===== src/rtl/load_store_unit.sv =====
// load_store_unit: byte-addressed load/store requests -> word memory accesses with lane masks,
// replicated store data, extended load data and error flagging for illegal accesses.
module load_store_unit #(
  parameter int DW = 32,
  parameter int MEM_SIZE_IN_KB = 1,
  localparam int ADDRW = $clog2(MEM_SIZE_IN_KB*1024/4)
) (
  input  logic             clk_i,
  input  logic             rst_ni,
  input  logic             req_valid_i,
  output logic             req_ready_o,
  input  logic             req_we_i,
  input  logic [2:0]       req_funct3_i,
  input  logic [31:0]      req_addr_i,
  input  logic [DW-1:0]    req_wdata_i,
  output logic             rsp_valid_o,
  output logic [DW-1:0]    rsp_rdata_o,
  output logic             rsp_err_o,
  output logic             dm_cs_o,
  output logic             dm_we_o,
  output logic [3:0]       dm_mask_o,
  output logic [ADDRW-1:0] dm_addr_o,
  output logic [DW-1:0]    dm_wdata_o,
  input  logic [DW-1:0]    dm_rdata_i
);
  typedef enum logic [1:0] {IDLE, ACCESS, RESP} state_t;
  state_t state, state_nx;
  logic accept, legal_f3, misal, oor, legal, sign;
  logic [1:0] sz, r_off;
  logic [2:0] r_f3;
  logic r_we, r_err;
  logic [3:0] mask;
  logic [DW-1:0] wrep, sh, ld;
  assign sz = req_funct3_i[1:0];
  assign accept = req_valid_i && req_ready_o;
  assign legal_f3 = req_we_i ? (req_funct3_i inside {3'b000, 3'b001, 3'b010})
                             : (req_funct3_i inside {3'b000, 3'b001, 3'b010, 3'b100, 3'b101});
  assign misal = (sz == 2'd1 && req_addr_i[0]) || (sz == 2'd2 && req_addr_i[1:0] != 2'd0);
  assign oor = |req_addr_i[31:ADDRW+2];
  assign legal = legal_f3 && !misal && !oor;
  assign mask = sz == 2'd0 ? 4'b0001 << req_addr_i[1:0] :
                sz == 2'd1 ? 4'b0011 << req_addr_i[1:0] : 4'b1111;
  assign wrep = sz == 2'd0 ? {4{req_wdata_i[7:0]}} :
                sz == 2'd1 ? {2{req_wdata_i[15:0]}} : req_wdata_i;
  assign sh = dm_rdata_i >> {r_off, 3'b000};
  assign sign = !r_f3[2];
  assign ld = r_f3[1] ? sh :
              r_f3[0] ? {{16{sign & sh[15]}}, sh[15:0]} : {{24{sign & sh[7]}}, sh[7:0]};
  always_ff @(posedge clk_i or negedge rst_ni)
    if (!rst_ni) state <= IDLE;
    else state <= state_nx;
  always_comb begin
    state_nx = state;
    case (state)
      IDLE:    state_nx = req_valid_i ? ACCESS : IDLE;
      ACCESS:  state_nx = RESP;
      default: state_nx = req_valid_i ? ACCESS : IDLE;
    endcase
  end
  always_comb begin
    req_ready_o = state != ACCESS;
    rsp_valid_o = state == RESP;
  end
  // Memory strobes are registered at accept so they are live only for the ACCESS cycle.
  always_ff @(posedge clk_i or negedge rst_ni)
    if (!rst_ni) begin
      dm_cs_o     <= 1'b0;
      dm_we_o     <= 1'b0;
      dm_mask_o   <= '0;
      dm_addr_o   <= '0;
      dm_wdata_o  <= '0;
      r_off       <= '0;
      r_f3        <= '0;
      r_we        <= 1'b0;
      r_err       <= 1'b0;
      rsp_rdata_o <= '0;
      rsp_err_o   <= 1'b0;
    end else begin
      dm_cs_o    <= accept && legal;
      dm_we_o    <= accept && legal && req_we_i;
      dm_mask_o  <= accept && legal ? mask : 4'b0000;
      dm_addr_o  <= accept && legal ? req_addr_i[ADDRW+1:2] : '0;
      dm_wdata_o <= accept && legal ? wrep : '0;
      if (accept) begin
        r_off <= req_addr_i[1:0];
        r_f3  <= req_funct3_i;
        r_we  <= req_we_i;
        r_err <= !legal;
      end
      if (state == ACCESS) begin
        rsp_rdata_o <= (r_err || r_we) ? '0 : ld;
        rsp_err_o   <= r_err;
      end
    end
endmodule


===== config.mk =====
export PLATFORM = sky130hd
export DESIGN_NAME = load_store_unit
export DESIGN_NICKNAME = d
export VERILOG_FILES = /design/src/rtl/load_store_unit.sv
export SDC_FILE = /design/constraint.sdc
export NUM_CORES = 1
export LEC_CHECK = 0
export BUFFER_PORTS_ARGS = -buffer_cell sky130_fd_sc_hd__buf_2
export CAP_MARGIN = 20
export CELL_PAD_IN_SITES_DETAIL_PLACEMENT = 0
export CELL_PAD_IN_SITES_GLOBAL_PLACEMENT = 1
export CORE_MARGIN = 2
export CORE_UTILIZATION = 35
export CTS_CLUSTER_SIZE = 28
export DETAILED_ROUTE_END_ITERATION = 7
export PLACE_DENSITY = 0.8
export SKIP_CTS_REPAIR_TIMING = 1
export SYNTH_ARGS = -nofsm -noshare
export SYNTH_HDL_FRONTEND = slang
export SYNTH_SLANG_ARGS = --single-unit

===== constraint.sdc =====
create_clock -name clk_i -period 2.4 [get_ports clk_i]
set_input_delay 0.6 -clock clk_i [delete_from_list [all_inputs] [get_ports clk_i]]
set_output_delay 0.6 -clock clk_i [all_outputs]
set_load 0.03 [all_outputs]

Word-level counts from Yosys, hierarchy flattened
Index checks and enable logic that the tools add are counted.

word-level totals
  logic and storage cells = 58
  output and inout bits = 81
  input bits = 103
  register bits = 88

cells by class
  reductions and logical operators = 19
  shift operators = 3
  eq/ne operators = 9
  bitwise gates (word level) = 2
  multiplexer cells = 13

operator list
  operator                                          number
  2-to-1 mux 32 bit                                 6
  >> shifter 32 x 5 -> 32 bit                       1
  OR reduction 22 bit                               1
  2-to-1 mux 4 bit                                  3
  2-to-1 mux 8 bit                                  1
  logical AND 1 bit                                 7
  == test 3 bit (second input constant)             2
  nonzero test 5 bit                                1
  == test 2 x 1 -> 1 bit (second input constant)    2
  == test 2 bit (second input constant)             2
  zero test 1 bit                                   4
  << shifter 1 x 2 -> 4 bit (first input constant)  1
  << shifter 2 x 2 -> 4 bit (first input constant)  1
  == test 3 x 1 -> 1 bit (second input constant)    1
  == test 3 x 2 -> 1 bit (second input constant)    1
  zero test 3 bit                                   1
  nonzero test 3 bit                                1
  AND 1 bit                                         2
  zero test 2 bit                                   1
  logical OR 1 bit                                  2
  2-to-1 mux 1 bit                                  2
  2-to-1 mux 2 bit                                  1
  != test 2 x 1 -> 1 bit (second input constant)    1
  nonzero test 2 bit                                1

Depth between registers and ports, before layout
  word-level depth = 8
  depth in mapped cells = 8
  mapped depth without buffers = 7

Worst setup path after synthesis
Ideal clock, no wire load.

  kind = input-to-reg
  from = in req_addr_i[11]
  to = reg dm_wdata_o[21]
  buffers on the path = 2
  stages = 6
  arrival = 1.852 ns
  required time = 2.328 ns
  setup slack = 0.476 ns
  setup time = 0.072 ns
  cell sequence = nor4_1 > nand4_1 > or4_4 > buf_6 > buf_6 > nor2_1

between the ends
  word-level cells in the longest chain between the ends = 5

ends and longest elaborated chain
  what                  line  RTL
  from (decl)           14    input logic [31:0] req_addr_i,
  OR reduction 22 bit   39    assign oor = |req_addr_i[31:ADDRW+2];
  zero test 1 bit       40    assign legal = legal_f3 && !misal && !oor;
  logical AND 1 bit     40
  logical AND 1 bit     83    dm_wdata_o <= accept && legal ? wrep : '0;
  2-to-1 mux 32 bit     83
  to (signal assigned)  83
  to (decl)             23    output logic [DW-1:0] dm_wdata_o,

No other way between the ends.
A chain may end at the register's enable or synchronous reset.

Worst setup path in the final report
  from = reg r_err
  to = reg rsp_rdata_o[17]

between the ends
  word-level cells in the longest chain between the ends = 2

ends and longest elaborated chain
  what                    line  RTL
  from (decl)             31    logic r_we, r_err;
  from (signal assigned)  88    r_err <= !legal;
  logical OR 1 bit        91    rsp_rdata_o <= (r_err || r_we) ? '0 : ld;
  2-to-1 mux 32 bit       91
  to (signal assigned)    91
  to (decl)               17    output logic [DW-1:0] rsp_rdata_o,

No other way between the ends.

==> results list <==
* Post-route total power: 3.421 mW
- In this run the vertical extent of the chip is 110.8 microns.
- Wires add up to 11950 microns.
* Worst-path fanout max: 16
- In the global route stage, overall resource usage came out at 0.1945.
- Most frequent standard cell in the layout excluding fill and tap cells: sky130_fd_sc_hd__buf_2
- Worst min path class: in2async
* Largest family of logic cells by synthesized area: compound AO/OA/AOI/OAI gates
- Ports: 184
* Type of element capturing the critical path: flip-flop
- Derived from the worst setup path, the maximum achievable clock frequency is 507.8 MHz.
- Summed over all cells, the static leakage comes to 2.927 nW.
* Total number of vias: 3507
* Cells after synthesis: 357
- Number of design-rule violations left by the first detailed-router iteration: 193
- Number of global-route vias before repair: 3585
- Yosys mapped a number of flops with a built-in enable equal to 0.
* Maximum root-to-sink buffer count: 2
- Core ar.: 10980 sq um
- Post-Route Setup TNS: 0 ns
- The first detailed-routing pass took 4 iterations.
- The first global-routing pass estimated 18980 microns of wire.
- YS warnings: 0
- The flow ran to the end, and the final reports show no timing, DRC or antenna violations.
* Fraction of synthesized cell area in xor and xnor cells: 0
* Remaining antenna violation count: 0
* Syn-to-layout area delta: 33.88%
- RSZ-0062 raised after global routing: no
- Clock latency of the later-clocked register in the worst-skew pair: 0.33 ns
* Commonest cells after routing, fill and taps aside: sky130_fd_sc_hd__buf_2 (182), sky130_fd_sc_hd__dfrtp_1 (88), sky130_fd_sc_hd__nor2_1 (41)
* Final std cell area, no fill: 5340 sq um
* Final cycle utilization of the critical path: 0.8206
- Synthesized-area fraction occupied by adder cells: 0.01255
- Of the cells placed in the final design, the portion with a size suffix greater than 1 is 0.4225.
- Across the routed clock network, the largest skew measured is 0.005179 ns.
- The critical path is of the reg2reg type.
- Minimum clock period: 1.969 ns
* Post-synth top flop: sky130_fd_sc_hd__dfrtp_1
* Total cell area at the placement stage: 5040 sq um
- CTS tree: yes
- Synthesis instantiated 35 different standard cells from the library.
* Final hold violations: 0
* Post-Synthesis Net Count: 464
- Of all flip-flops after synthesis, the portion carrying an async set or reset was 1.000.
* Slew headroom: 0.5126
- The number of antenna diodes in the final layout is 0.
- The floorplan step defined a die boundary enclosing 12270 sq um.
- At the pin with the least slew margin, the transition time is 0.7311 ns.
- At the worst endpoint, the required time is 2.66 ns.
* Detailed placement HPWL: 9039 microns
- Port Buffers: 183
- After synthesis the netlist holds a flip-flop and latch count of 88.
- Max-cap violations in this run came to 0.
- Post-detailed-route via-to-cell ratio: 5.142
- Cts bufs inserted: 9
- Post-synthesis simple-gate area fraction: 0.1274
- Initial antenna violation count: 0
- Number of pins exceeding their max-slew limit in the final report: 0
- Global placer's final weighted congestion: 0.8740
* Initial cell density of the core: 0.3632
- In this run, placement finished with an instance count of 666.
- IR analysis of the VDD net gives a maximum drop of 0.0003453 V.
- Total gr overflow: 0
- After detailed routing, the average wire length per cell comes to 17.53 microns.
- The floorplan has 38 rows.
* Portion of netlist area occupied by mux cells: 0.1258
- The die is 110.8 microns wide.
- Final cell count without fillers: 682
- STA classifies the critical path startpoint as a flip-flop.
- Cell Area, Synth: 3989 sq um
- Post-layout net count: 644
* Sink Count: 88
- Hold slack: 0.2295 ns
- A synthesized cell averages 11.17 sq um.
- Clock root buffer master: sky130_fd_sc_hd__clkbuf_16
* Number of levels in the clock H-tree: 3
* DRC violation count after routing: 0
* Data arrival, critical path: 2.23 ns
- Dividing total power by cell area gives a power density of 640.6 nW/um^2.
* Clock transition time at the flip-flop clock pins of the worst setup and hold paths: 0.06 ns
* Count of endpoints failing setup in the final report: 0
* Seq/Total Area, Yosys: 0.5521
* Largest net degree at the start of global routing: 54
- The area fraction in compound gates after synthesis is 0.1430.
-- cell usage after synthesis, types with 5 or more instances --
library cell                n  share of area
sky130_fd_sc_hd__o21ai_0   27          0.034
sky130_fd_sc_hd__buf_1      5         0.0047
sky130_fd_sc_hd__nor4_1     5         0.0078
sky130_fd_sc_hd__a22o_1     8          0.018
sky130_fd_sc_hd__nor2_1    41          0.039
sky130_fd_sc_hd__a221o_1   16          0.040
sky130_fd_sc_hd__a21oi_1   33          0.041
sky130_fd_sc_hd__and2_1    17          0.027
sky130_fd_sc_hd__mux2_2    13          0.037
sky130_fd_sc_hd__dfrtp_1   88           0.55
sky130_fd_sc_hd__nand2_1   20          0.019
sky130_fd_sc_hd__mux2i_1   31          0.078
sky130_fd_sc_hd__clkbuf_1  11          0.010
-- layout make-up --
type | instances | area, sq um
multi-input cells | 239 | 1630
well taps | 140 | 175.2
repair buffers | 194 | 1013
clock buffers | 12 | 246.5
fillers | 1070 | 5643
flip-flops and latches | 88 | 2202
inverters | 5 | 18.77
clock inverters | 4 | 53.80
-- power by group --
part	switching (mW)	internal, mW	leakage [nW]
clock	0.567	0.838	0.139
combinational	0.282	0.211	1.58
sequential	0.0209	1.50	1.20
total	0.869	2.55	2.93
-- stage by stage --
stage	util	setup WS [ns]
2_1_floorplan	-	0.4756
3_3_place_gp	0.4589	0.2540
3_5_place_dp	0.4589	0.1878
4_1_cts	0.4862	0.4258
5_1_grt	0.4862	0.3678
6_report	0.4862	0.4305
-- kinds of logic (layout without fill, tap and decap cells) --
group	after synthesis	count (layout)
muxes	46	46
adders and majority gates	4	4
AOI/OAI and AO/OA	89	89
DFF	88	88
buffers and inverters	30	215
and+or+nand+nor	100	100
-- sequential cells by signal, summed over array words and instances (netlist names) --
signal       count
dm_addr_o        8
dm_cs_o          1
dm_mask_o        4
dm_wdata_o      32
dm_we_o          1
r_err            1
r_f3             3
r_off            2
r_we             1
rsp_err_o        1
rsp_rdata_o     32
state            2
-- path summary, 6_finish.rpt --
| kind | startpoint | to | slack [ns] | depth (start not counted) |
|---|---|---|---|---|
| min in group clk_i | rsp_rdata_o[7]$_DFFE_PN0P_ | rsp_rdata_o[7]$_DFFE_PN0P_ | 0.47 | 2 |
| min reg2reg | rsp_rdata_o[7]$_DFFE_PN0P_ | rsp_rdata_o[7]$_DFFE_PN0P_ | 0.47 | 2 |
| max reg2reg | r_err$_DFFE_PN0P_ | rsp_rdata_o[17]$_DFFE_PN0P_ | 0.43 | 4 |
| min | rst_ni | rsp_rdata_o[14]$_DFFE_PN0P_ | 0.23 | 1 |
| max | r_err$_DFFE_PN0P_ | rsp_rdata_o[17]$_DFFE_PN0P_ | 0.43 | 4 |
| max in group asynchronous | rst_ni | dm_wdata_o[21]$_DFF_PN0_ | 1.51 | 2 |
-- critical path: stages (launching register included) --
cell                      delay, ns
sky130_fd_sc_hd__dfrtp_1       0.40
sky130_fd_sc_hd__or4b_4        0.62
sky130_fd_sc_hd__nor3_2        0.16
sky130_fd_sc_hd__o211a_1       0.51
sky130_fd_sc_hd__a221o_1       0.21
-- layer usage --
metal / part of all wire / up-vias / GRT usage
li1: - / 1628 / -
met1: 0.40 / 1689 / 0.2401
met2: 0.48 / 173 / 0.3121
met3: 0.099 / 17 / 0.07108
met4: 0.020 / 0 / 0.07417
met5: 0 / - / 0
Note: power is estimated with default switching activity, not from simulation.
